===== src/rtl/camera_pkg.sv =====
// rtl/camera_pkg.sv - shared capture states and status bit positions for the camera block
package camera_pkg;

    typedef enum logic [1:0] {
        IDLE     = 2'd0,
        ARMED    = 2'd1,
        WAIT_END = 2'd2,
        DONE     = 2'd3
    } capture_state_t;

    localparam int ST_BUSY     = 0;
    localparam int ST_DONE     = 1;
    localparam int ST_TIMEOUT  = 2;
    localparam int ST_ABORT    = 3;
    localparam int ST_OVERRUN  = 4;
    localparam int ST_JPEG     = 5;
    localparam int ST_READ_END = 6;

endpackage


===== src/rtl/cdc_sync_2ff.sv =====
// rtl/cdc_sync_2ff.sv - two-flop level synchroniser into the clk domain
module cdc_sync_2ff (
    input  logic clk,
    input  logic rst,
    input  logic d,
    output logic q
);

    logic meta;

    always_ff @(posedge clk or posedge rst) begin
        if (rst) begin
            meta <= 1'b0;
            q    <= 1'b0;
        end else begin
            meta <= d;
            q    <= meta;
        end
    end

endmodule


===== src/rtl/camera_capture_sequencer.sv =====
// rtl/camera_capture_sequencer.sv - frame-aligned capture sequencing, timeout, status and read address
module camera_capture_sequencer
    import camera_pkg::*;
#(
    parameter int unsigned TIMEOUT_CYCLES  = 7_200_000,
    parameter logic [19:0] RGB_IMAGE_BYTES = 20'd768
) (
    input  logic        clock_spi_in,
    input  logic        reset_spi_in,
    input  logic        capture_request_in,
    input  logic        abort_request_in,
    input  logic        jpeg_select_in,
    input  logic        frame_valid_async_in,
    input  logic        jpeg_image_valid_in,
    input  logic [19:0] jpeg_image_size_in,
    input  logic        read_strobe_in,
    output logic        capture_in_progress_out,
    output logic        buffer_clear_out,
    output logic [15:0] read_address_out,
    output logic [19:0] image_size_out,
    output logic [7:0]  status_out
);

    localparam logic [23:0] TIMER_RELOAD = 24'(TIMEOUT_CYCLES - 1);

    capture_state_t state, next_state;
    logic        fv, fv_prev, fv_rise, fv_fall;
    logic        pending, busy, idle_like;
    logic        accept, set_pending, timeout_hit, overrun, reload;
    logic [23:0] timer;
    logic        done_flag, timeout_flag, abort_flag, overrun_flag, jpeg_mode;

    cdc_sync_2ff u_fv_sync (
        .clk (clock_spi_in),
        .rst (reset_spi_in),
        .d   (frame_valid_async_in),
        .q   (fv)
    );

    assign fv_rise   = fv & ~fv_prev;
    assign fv_fall   = ~fv & fv_prev;
    assign busy      = (state == ARMED) || (state == WAIT_END);
    assign idle_like = (state == IDLE) || (state == DONE);

    always_comb begin
        next_state  = state;
        accept      = 1'b0;
        set_pending = 1'b0;
        timeout_hit = 1'b0;
        overrun     = 1'b0;
        if (abort_request_in) begin
            next_state = IDLE;
        end else begin
            case (state)
                IDLE, DONE: begin
                    // a request seen mid-frame waits for the gap so capture starts on a whole frame
                    if ((capture_request_in || pending) && !fv) begin
                        accept     = 1'b1;
                        next_state = ARMED;
                    end else if (capture_request_in) begin
                        set_pending = 1'b1;
                    end
                end
                ARMED, WAIT_END: begin
                    overrun = capture_request_in;
                    if (timer == 24'd0) begin
                        timeout_hit = 1'b1;
                        next_state  = IDLE;
                    end else if (state == ARMED && fv_rise) begin
                        next_state = WAIT_END;
                    end else if (state == WAIT_END && fv_fall) begin
                        next_state = DONE;
                    end
                end
                default: next_state = IDLE;
            endcase
        end
    end

    assign reload = (next_state != state) && ((next_state == ARMED) || (next_state == WAIT_END));

    always_ff @(posedge clock_spi_in or posedge reset_spi_in) begin
        if (reset_spi_in) begin
            state            <= IDLE;
            fv_prev          <= 1'b0;
            pending          <= 1'b0;
            timer            <= 24'd0;
            buffer_clear_out <= 1'b0;
            read_address_out <= 16'd0;
            image_size_out   <= 20'd0;
            done_flag        <= 1'b0;
            timeout_flag     <= 1'b0;
            abort_flag       <= 1'b0;
            overrun_flag     <= 1'b0;
            jpeg_mode        <= 1'b0;
        end else begin
            state            <= next_state;
            fv_prev          <= fv;
            buffer_clear_out <= accept;

            if (abort_request_in || accept) pending <= 1'b0;
            else if (set_pending)           pending <= 1'b1;

            if (reload)    timer <= TIMER_RELOAD;
            else if (busy) timer <= timer - 24'd1;

            if (accept) begin
                read_address_out <= 16'd0;
                image_size_out   <= 20'd0;
                jpeg_mode        <= jpeg_select_in;
                done_flag        <= 1'b0;
                timeout_flag     <= 1'b0;
                abort_flag       <= 1'b0;
                overrun_flag     <= 1'b0;
            end else if (read_strobe_in && idle_like && read_address_out != 16'hFFFF) begin
                read_address_out <= read_address_out + 16'd1;
            end

            if (abort_request_in) abort_flag   <= 1'b1;
            if (timeout_hit)      timeout_flag <= 1'b1;
            if (overrun)          overrun_flag <= 1'b1;

            if (next_state == DONE && state != DONE) begin
                done_flag <= 1'b1;
                if (!jpeg_mode)               image_size_out <= RGB_IMAGE_BYTES;
                else if (jpeg_image_valid_in) image_size_out <= jpeg_image_size_in;
                else                          image_size_out <= 20'd0;
            end
        end
    end

    assign capture_in_progress_out = busy;

    always_comb begin
        status_out              = 8'd0;
        status_out[ST_BUSY]     = busy;
        status_out[ST_DONE]     = done_flag;
        status_out[ST_TIMEOUT]  = timeout_flag;
        status_out[ST_ABORT]    = abort_flag;
        status_out[ST_OVERRUN]  = overrun_flag;
        status_out[ST_JPEG]     = jpeg_mode;
        status_out[ST_READ_END] = {4'd0, read_address_out} >= image_size_out;
    end

endmodule


===== config.mk =====
export PLATFORM = sky130hd
export DESIGN_NAME = camera_capture_sequencer
export DESIGN_NICKNAME = d
export VERILOG_FILES = /design/src/rtl/camera_pkg.sv /design/src/rtl/cdc_sync_2ff.sv /design/src/rtl/camera_capture_sequencer.sv
export SDC_FILE = /design/constraint.sdc
export NUM_CORES = 1
export LEC_CHECK = 0
export ABC_AREA = 1
export CAP_MARGIN = 25
export CORE_UTILIZATION = 35
export CTS_CLUSTER_DIAMETER = 200
export DETAILED_ROUTE_END_ITERATION = 7
export GPL_TIMING_DRIVEN = 0
export PLACE_DENSITY_LB_ADDON = 0.25
export SLEW_MARGIN = 25
export SYNTH_ARGS = -nofsm -noshare
export SYNTH_HDL_FRONTEND = slang
export SYNTH_HIERARCHICAL = 1
export SYNTH_SLANG_ARGS = --single-unit

===== constraint.sdc =====
create_clock -name clock_spi_in -period 3.7 [get_ports clock_spi_in]
set_clock_uncertainty 0.1 [all_clocks]
set_input_delay 1.11 -clock clock_spi_in [delete_from_list [all_inputs] [get_ports clock_spi_in]]
set_output_delay 1.11 -clock clock_spi_in [all_outputs]
set_load 0.05 [all_outputs]

* Word-level counts from Yosys, hierarchy flattened *
Cells that the tools add are included.

storage, ports and cells
  output and inout port bits = 46
  word-level logic and storage cells = 87
  bits in registers = 72
  input bits = 28

operators by class
  eq/ne operators = 9
  bitwise gates (word level) = 4
  magnitude comparators = 1
  $add $sub $neg = 2
  mux-type cells = 33
  reductions and logical operators = 24

operators by type and width
  kind                   count
  $mux 20                4
  $mux 24                2
  $mux 16                2
  $logic_not 24->1       1
  $sub 24x1->24 const B  1
  $ge 16x20->1           1
  $mux 1                 19
  $add 16x1->16 const B  1
  $ne 16x16->1 const B   1
  $reduce_bool 2->1      7
  $mux 2                 5
  $eq 2x2->1 const B     4
  $logic_and 1x1->1      7
  $logic_or 1x1->1       5
  $eq 2x1->1 const B     2
  $pmux 2 s2             1
  $reduce_or 2->1        2
  $and 1x1->1            2
  $logic_not 2->1        1
  $ne 2x2->1             1
  $ne 2x2->1 const B     1
  $not 1->1              2
  $logic_not 1->1        1

* Longest topological paths before layout *
  depth in word-level cells = 12
  depth in mapped cells = 17

* Modules after synthesis *
The synthesis kept the hierarchy.

by module, submodules not included
  module                    cells each  seq. area each (um^2)  times used  area an instance (um^2)
  camera_capture_sequencer  493         1751.7                 1           4035.1
  cdc_sync_2ff              3           50.0                   1           53.8

* Least setup slack after synthesis *
OpenSTA, ideal clock, no wires.

  kind = register -> output
  from = register image_size_out[5]
  to = output port status_out[6]
  path slack = 0.496 ns
  data arrival time = 1.994 ns
  data required time = 2.490 ns
  cell stages (with the launch flop) = 9
  path through = dfrtp_1 > inv_1 > ha_1 > a21oi_1 > nor2_1 > a211oi_1 > nor2_1 > o21ai_0 > nand4_1

on the way
  cells in the longest elaborated chain, start to end = 1

ends and longest elaborated chain
  item                      RTL line                         source
  start: declaration        camera_capture_sequencer.sv:20   output logic [19:0] image_size_out,
  start signal: assignment  camera_capture_sequencer.sv:126  else if (jpeg_image_valid_in) image_size_out <= jpeg_image_size_in;
  $ge 16x20->1              camera_capture_sequencer.sv:142  status_out[ST_READ_END] = {4'd0, read_address_out} >= image_size_out;
  end: declaration          camera_capture_sequencer.sv:21   output logic [7:0] status_out

No other way between the ends.

* Final worst setup path *
  from = register state[0]
  to = output port capture_in_progress_out

on the way
  cells in the longest elaborated chain, start to end = 2
  elaborated cells between the ends (all ways) = 3
  those cells by class = eq/ne: 2; reduce/logical: 1

ends and longest elaborated chain
  item                                             RTL line                        source
  start: declaration                               camera_capture_sequencer.sv:26  capture_state_t state, next_state;
  start signal: assignment                         camera_capture_sequencer.sv:97  state <= next_state;
  $eq 2x1->1 / $eq 2x2->1 (equally long branches)  camera_capture_sequencer.sv:42  assign busy = (state == ARMED) || (state == WAIT_END);
  $logic_or 1x1->1 *                               camera_capture_sequencer.sv:42
  end: declaration                                 camera_capture_sequencer.sv:17  output logic capture_in_progress_out,

Every way passes the cells marked *; elsewhere a longest branch is shown, timed or not.

==> impl_metrics.json <==
{
  "cp_max_fo": 10,
  "worst_slew_pin_slew_ps": 532,
  "seq_area_frac_synth_pct": 44.1,
  "finalSetupViolations": 0,
  "drive_gt1_share_pct": 10.8,
  "finalPower_mw": 2.67,
  "whs_ps": 251,
  "syn-instance-count": 496,
  "fin_nets": 630,
  "overflow": 0,
  "clock_path_buffers": 2,
  "grt_max_degree": 39,
  "postRouteAntennaNets": 0,
  "portBuffers": 72,
  "crit_arrival_ps": 2330,
  "grt_pass1_vias": 3408,
  "die_x_um": 110,
  "yosysWarnings": 6,
  "dr.pass1.iters": 4,
  "dp_hpwl_um": 7120,
  "p_sw_uw": 879,
  "synth.area.top_cells": "dfrtp_1, inv_1, nand2_1, ha_1, nor2_1",
  "synth_compound_area_share_pct": 8.84,
  "critPathLaunchType": "flop",
  "io_pins": 74,
  "synthMuxAreaShare_pct": 0,
  "synth_adder_area_share_pct": 6.73,
  "ys_types": 35,
  "wl_um": 9300,
  "syn-num-nets": 546,
  "synth_top_cells_by_count": "inv_1, nand2_1, dfrtp_1",
  "powerDensity_nw_per_um2": 497,
  "rsz0062_at_grt": "false",
  "syn-cell-area_um2": 4090,
  "drc_errors": 0,
  "die-height_um": 110,
  "gp_congestion": 0.800,
  "final_max_slew_viol_count": 0,
  "hp-class": "flop to flop",
  "vias": 3460,
  "ir_drop_v": 0.000347,
  "grt_pass1_wl_um": 15300,
  "grt_antenna_before_repair": 0,
  "grt_use_total_pct": 16.4,
  "synth_top_family_by_area": "simple AND/OR/NAND/NOR gates",
  "intPower_mw": 1.79,
  "cts_buffers": 9,
  "diodes": 0,
  "wl_per_cell_um": 12.8,
  "synth_edf_count": 0,
  "clk_latency_ps": 330,
  "leakage_nw": 2.51,
  "vias_per_cell": 4.75,
  "p_sw_share_pct": 33.0,
  "drtIter0Drc": 153,
  "status": "finished, final reports clean",
  "crit_path_end_kind": "output port",
  "dieArea_um2": 12100,
  "cts-root-buf": "clkbuf_16",
  "yosysTopAreaCellShare_pct": 44.1,
  "core_um2": 11400,
  "htree_levels": 3,
  "synthFlopType": "dfrtp_1",
  "cts.sinks": 72,
  "cts_tree": "yes",
  "power_frac_clock_pct": 38.4,
  "synth-xor-area-share_pct": 5.14,
  "n_fill_cell": 1105,
  "hold_buffers": 0,
  "fmax_ghz": 0.282,
  "async_flop_share_pct": 100,
  "rr_worst_depth": 14,
  "fin_crit_ps": 3540,
  "floorplan.initialDensity_pct": 35.8,
  "hold_violations": 0,
  "power_frac_comb_pct": 25.6,
  "seq_power_share_pct": 35.9,
  "crit_type": "flop to output port",
  "fin_crit_sh_pct": 95.7,
  "whs_path_depth": 0,
  "synth_area_leader_cell": "dfrtp_1",
  "areaGrowthSynthToFinish_pct": 31.2,
  "postCtsSetupBuffers": 0,
  "avgSynthCellArea_um2": 8.24,
  "cp.required_ps": 2490,
  "drv_cap": 0,
  "synth-simple-area-share_pct": 24.4,
  "clkTransAtPathRegs_ps": 60,
  "synth-seq-cells": 72,
  "slew_headroom_pct": 64.4,
  "fp-row-count": 39
}
[placed cells by master (no fill, tap or decap), drive strengths merged, types with 2 or more instances in the layout]
cell and instances:
dfrtp 72, nand2 98, nor2 57, o22ai 19, clkbuf 11, bufinv 3, nand3 32, xnor2 5
xor2 19, buf 14, ha 22, nand4 11, nor3 10, o31ai 2, or2 2, clkdlybuf4s50 70
inv 88, o21ai 18, a21oi 21
[layer usage]
| metal | wire length [µm] | track usage [%] | up-vias |
|---|---|---|---|
| met5 | 0 | 0 | - |
| met4 | 153 | 6.38 | 0 |
| met3 | 432 | 2.88 | 13 |
| met2 | 4700 | 30.4 | 62 |
| met1 | 4020 | 18.5 | 1631 |
| li1 | - | - | 1754 |
[final timing paths]
path                                startpoint                      end  slack, ps
worst min-delay path            u_fv_sync/meta              u_fv_sync/q        250
worst max-delay path                  state[0]  capture_in_progress_out        160
worst min register to register  u_fv_sync/meta              u_fv_sync/q        250
min in group asynchronous         reset_spi_in           u_fv_sync/meta        920
worst max register to register        state[0]        image_size_out[6]        770
max in group asynchronous         reset_spi_in       image_size_out[11]       1890
[registers in the layout, summed over array words and instances, names as in the netlist]
name	cells
done_flag	1
buffer_clear_out	1
u_fv_sync/q	1
pending	1
u_fv_sync/meta	1
read_address_out	16
fv_prev	1
timeout_flag	1
state	2
abort_flag	1
timer	24
jpeg_mode	1
image_size_out	20
overrun_flag	1
[logic make-up after synthesis]
group / after synthesis
adder cells (fa/ha/maj): 22
buffers and inverters: 101
flip-flops: 72
XOR/XNOR: 24
AO/OA/AOI/OAI: 64
other: 1
AND/OR/NAND/NOR: 212
[area by class of cell]
| cell class | count | area, µm² | area share (%) |
|---|---|---|---|
| Clock inverter | 7 | 126 | 2.36 |
| Multi-Input combinational cell | 323 | 1850 | 34.4 |
| Buffer | 15 | 116 | 2.17 |
| Clock buffer | 9 | 225 | 4.20 |
| Sequential cell | 72 | 1800 | 33.6 |
| Timing Repair Buffer | 73 | 742 | 13.8 |
| Tap cell | 143 | 179 | 3.34 |
| Inverter | 86 | 327 | 6.09 |
[power groups by stage]
stage          registers (mW)  clock network, mW  logic (mW)
2_1_floorplan            1.05                  0       0.397
3_3_place_gp            0.967                  0       0.687
3_5_place_dp            0.970                  0       0.699
4_1_cts                 0.957               1.04       0.692
5_1_grt                 0.970               1.07       0.751
6_report                0.958               1.02       0.683
[timing repair]
item / CTS / global route
pin swaps: 0 / 0
setup endpoints to repair: 1 / 1
gates resized for setup: 1 / 1
[through the flow]
stage	instance area [µm²]	setup slack (ps)	util, %	setup TNS (ps)	cells
global placement	4990	-566	43.7	-39320	711
global route	5360	74.9	47.0	0	728
CTS	5360	53.6	47.0	0	728
floorplan	4090	496	-	0	496
detailed placement	5010	57.3	43.9	0	712
finish	5360	158	47.0	0	728
[critical path, cell delays in order, from the launching register on]
cell	delay, ps
dfrtp_1	440
inv_1	100
ha_1	380
buf_6	170
clkinv_2	100
clkdlybuf4s50_1	810
Note: power is estimated with default switching activity, not from simulation.
==> RTL edit 1 (config.mk and constraints unchanged) <==
Make the reset (`reset_spi_in` and `rst`) synchronous in 2 clocked blocks.
--- a/src/rtl/cdc_sync_2ff.sv
+++ b/src/rtl/cdc_sync_2ff.sv
@@ -9,5 +9,5 @@
     logic meta;
 
-    always_ff @(posedge clk or posedge rst) begin
+    always_ff @(posedge clk) begin
         if (rst) begin
             meta <= 1'b0;
--- a/src/rtl/camera_capture_sequencer.sv
+++ b/src/rtl/camera_capture_sequencer.sv
@@ -80,5 +80,5 @@
     assign reload = (next_state != state) && ((next_state == ARMED) || (next_state == WAIT_END));
 
-    always_ff @(posedge clock_spi_in or posedge reset_spi_in) begin
+    always_ff @(posedge clock_spi_in) begin
         if (reset_spi_in) begin
             state            <= IDLE;
Formal check against the unedited RTL: differs if reset_spi_in is asserted again (counterexample within 4 cycles, from zero or initial values and one cycle with reset_spi_in high); with reset_spi_in held inactive, the same outputs for 10 cycles.
==> RTL edit 1 against the original RTL <==
  * Wire length up 2.8%
  * Register-to-register slack better by 0.12 ns
  * Critical path depth up 1
  * Fmax down 0.83%
  * Cell area down 7.8%
  * Synthesized cell count up 6.7%
  * Area after synthesis down 5.8%
  * Sequential cell count unchanged
  * Sequential share of layout area down 4.4 points
  * Worst setup slack worse by 0.030 ns
  * Highest routed layer unchanged
Power is not compared: it rests on default switching activity, and its combinational part moved more than twofold at a synthesized area within 25%.
==> RTL edit 1: results (changes against the original RTL) <==
- Pre-CTS WS: -0.113 ns (was 0.0573 ns)
- Vias/cell: 4.67 (was 4.75)
- Final net count: 661 (was 630)
- CP top delay family: buffers and inverters (unchanged)
- CTS root buffer: clkbuf_8 (was clkbuf_16)
- Slowest cell delay on critical path: 0.78 ns (was 0.81 ns)
- Share of cells above drive strength 1: 0.0942 (was 0.108)
- Worst EP arrival: 2.36 ns (was 2.33 ns)
- Regs by FF count: timer x24, image_size_out x20, read_address_out x16 (unchanged)
- Synthesized Nets: 579 (was 546)
- Largest net degree at the start of global routing: 12 (was 39)
- Vias in the first global route: 3349 (was 3408)
- Crit Path Max Fanout: 7 (was 10)
- DP HPWL: 7410 µm (was 7120 µm)
- Post-cts sizing count: 2 (was 1)
- Initial DRT Pass Iterations: 4 (unchanged)
- Ranking of synthesized cells by area: dfxtp_1 37%, nand2_1 11%, ha_1 7.1% (was dfrtp_1 44%, inv_1 7.7%, nand2_1 7.7%)
- Clock Tree Buf Depth: 2 (unchanged)
- Worst-Margin Slew: 0.688 ns (was 0.532 ns)
- DRT iter0 DRCs: 138 (was 153)
- Global router's overall resource usage: 0.175 (was 0.164)
- Synth cell count leaders: 113 x nand2_1, 72 x dfxtp_1, 67 x nor2_1 (was 84 x inv_1, 84 x nand2_1, 72 x dfrtp_1)
- Clock latency at the later pin of the worst-skew pair: 0.35 ns (was 0.33 ns)
- Post-synth cell types: 39 (was 35)
- Post-synthesis async set-or-reset flop share: 0 (was 1.00)
- Post-synthesis sequential area ratio: 0.374 (was 0.441)
- Wire per inst: 12.7 µm (was 12.8 µm)
- First-pass GRT wire length: 15600 µm (was 15300 µm)
- Status: complete, no violations (unchanged)
- Routability congestion estimate: 0.828 (was 0.800)
-- RTL edit 1: changes by cell type after synthesis, moves of 26 or more --
| cell | before | now |
|---|---|---|
| a21oi_1 | 21 | 47 |
| inv_1 | 84 | 57 |
| dfxtp_1 | 0 | 72 |
| dfrtp_1 | 72 | 0 |
| nand2_1 | 84 | 113 |
-- RTL edit 1: layout make-up --
cell class	count	area, µm²
clock buffers	13	159
inverters	62	233
plain buffers	19	119
well taps	136	170
multi-input cells	375	2060
flip-flops and latches	72	1440
fillers	1090	5570
clock inverters	3	40.0
repair buffers	72	719
-- RTL edit 1: per-layer routing --
metal	GRT usage	vias up	routed length [µm]
li1	-	1853	-
met1	0.226	1559	4550
met2	0.280	87	4310
met3	0.0316	16	511
met4	0.0881	0	194
met5	0	-	0
-- RTL edit 1: logic make-up (layout without fill, tap and decap cells) --
group | Yosys count | after routing | share of synthesized area
XOR/XNOR | 25 | 25 | 0.0568
flip-flops | 72 | 72 | 0.374
AND/OR/NAND/NOR | 245 | 245 | 0.285
adder cells (fa/ha/maj) | 22 | 22 | 0.0715
buffers and inverters | 82 | 169 | 0.0922
AO/OA/AOI/OAI | 82 | 82 | 0.120
other | 1 | 1 | 0.000973
-- RTL edit 1: per-stage QoR --
step,cell area (µm²),utilization,cells
2_1_floorplan,3850,-,529
3_3_place_gp,4740,0.451,737
3_5_place_dp,4740,0.451,737
4_1_cts,4950,0.471,753
5_1_grt,4940,0.470,752
6_report,4940,0.470,752
-- RTL edit 1: worst paths after layout --
check	startpoint	to	slack, ns	depth (start not counted)
worst max register to register	state[0]	image_size_out[12]	0.89	14
worst min register to register	u_fv_sync/meta	u_fv_sync/q	0.31	2
worst max-delay path	state[0]	status_out[0]	0.13	6
worst min-delay path	u_fv_sync/meta	u_fv_sync/q	0.31	2
-- RTL edit 1: tightest hold or removal path, delay by kind of cell, from the launching register on --
kind | cells | cell delay (ns)
flops | 1 | 0.30
buf+inv | 1 | 0.04
simple gates | 1 | 0.03
-- RTL edit 1: power by group through the flow --
| stage | clock network (µW) | registers [µW] | logic (µW) |
|---|---|---|---|
| floorplan | 0 | 855 | 218 |
| global placement | 0 | 852 | 304 |
| detailed placement | 0 | 853 | 309 |
| CTS | 660 | 836 | 310 |
| global route | 690 | 841 | 343 |
| finish | 634 | 836 | 308 |
==> RTL edit 2 (same flow settings) <==
Made on the original files. Set the parameter `TIMEOUT_CYCLES` to 3_600_000 (it was 7_200_000).
--- a/src/rtl/camera_capture_sequencer.sv
+++ b/src/rtl/camera_capture_sequencer.sv
@@ -3,5 +3,5 @@
     import camera_pkg::*;
 #(
-    parameter int unsigned TIMEOUT_CYCLES  = 7_200_000,
+    parameter int unsigned TIMEOUT_CYCLES  = 3_600_000,
     parameter logic [19:0] RGB_IMAGE_BYTES = 20'd768
 ) (
Function: no difference found for any inputs over 10 cycles, from zero or initial values and one cycle with reset_spi_in high; that may be too few to reach the edited logic, so the function may still have changed.
==> RTL edit 2 against the original RTL <==
  * Global-route usage shrank 0.32 points
  * Clock power is 16% lower
  * Via count increased by 0.26%
  * Core utilization is 0.16 points lower
  * Total power shrank 5.0%
  * Sequential power about the same
  * Sequential cell count stayed put
  * Wire length up 1.5%
  * Worst setup slack better by 0.078 ns
  * Area after synthesis rose by 1.5%
  * Fmax rose by 2.2%
  * Cell area about the same
  * Largest cell class unchanged
==> RTL edit 2: results (changes against the original RTL) <==
- Post-placement cell count: 709 (was 712)
- Vias/cell: 4.78 (was 4.75)
- Layout filler cell count: 1116 (was 1105)
- GR Layer Usage met1: 0.189 (was 0.185)
- Wire length on met3: 405 µm (was 432 µm)
- DRT iter0 DRCs: 106 (was 153)
- Slowest CP cell: dlygate4sd2_1 (was clkdlybuf4s50_1)
- DP HPWL: 7360 µm (was 7120 µm)
- LEAKAGE: 0.00245 µW (was 0.00251 µW)
- Multi-input gates: 320 (was 323)
- Clock buf/inv share: 0.0555 (was 0.0655)
- Wire length on met1: 4200 µm (was 4020 µm)
- FF-to-FF setup slack: 0.69 ns (was 0.77 ns)
- Non-clock buffer share: 0.158 (was 0.160)
- Wire per inst: 13.0 µm (was 12.8 µm)
- Slowest cell delay on critical path: 0.52 ns (was 0.81 ns)
- Vias in the first global route: 3533 (was 3408)
- Synth cell count leaders: 84 x inv_1, 77 x nand2_1, 72 x dfrtp_1 (was 84 x inv_1, 84 x nand2_1, 72 x dfrtp_1)
- Sequential cell count: 72 (unchanged)
- Worst vdd ir: 0.301 mV (was 0.347 mV)
- Status: complete, no violations (unchanged)
- Post-synthesis sequential area ratio: 0.434 (was 0.441)
- Global router's overall resource usage: 0.160 (was 0.164)
- Routability congestion estimate: 0.840 (was 0.800)
- Final WL: 9440 µm (was 9300 µm)
- Ranking of synthesized cells by area: dfrtp_1 43%, inv_1 7.6%, nand2_1 7.0% (was dfrtp_1 44%, inv_1 7.7%, nand2_1 7.7%)
- Post-Synth Adder-Cell Area: 0.0663 (was 0.0673)
- Met2 usage: 0.285 (was 0.304)
- Worst slew margin: 0.626 (was 0.644)
- XOR/XNOR Fraction of Synth Area: 0.0464 (was 0.0514)
- First-pass GRT wire length: 16100 µm (was 15300 µm)
-- RTL edit 2: cell types whose count changed after synthesis, moves of 2 or more --
cell	before	now
o21ai_1	0	3
nand2_2	13	8
xor2_1	19	16
nor4_1	1	3
nand2_1	84	77
nor2_4	3	5
nor2_1	48	44
nand2_4	1	11
o21ai_0	18	16
nand4_1	11	9
nor3_2	0	2
-- RTL edit 2: metrics by stage --
step	cell area, µm²	setup slack [ns]	power [µW]	TNS (ns)	hold slack [ns]
CTS	5370	0.0452	2570	0	0.259
detailed placement	5070	0.0281	1710	0	0.246
floorplan	4150	0.496	1480	0	0.231
global placement	5050	-0.598	1690	-41.56	0.240
finish	5370	0.236	2530	0	0.256
global route	5370	0.0999	2680	0	0.266
-- RTL edit 2: power by group --
group          total (µW)  switching, µW  internal [µW]
Sequential            959           91.3            867
Combinational         716            451            265
Clock                 858            334            524
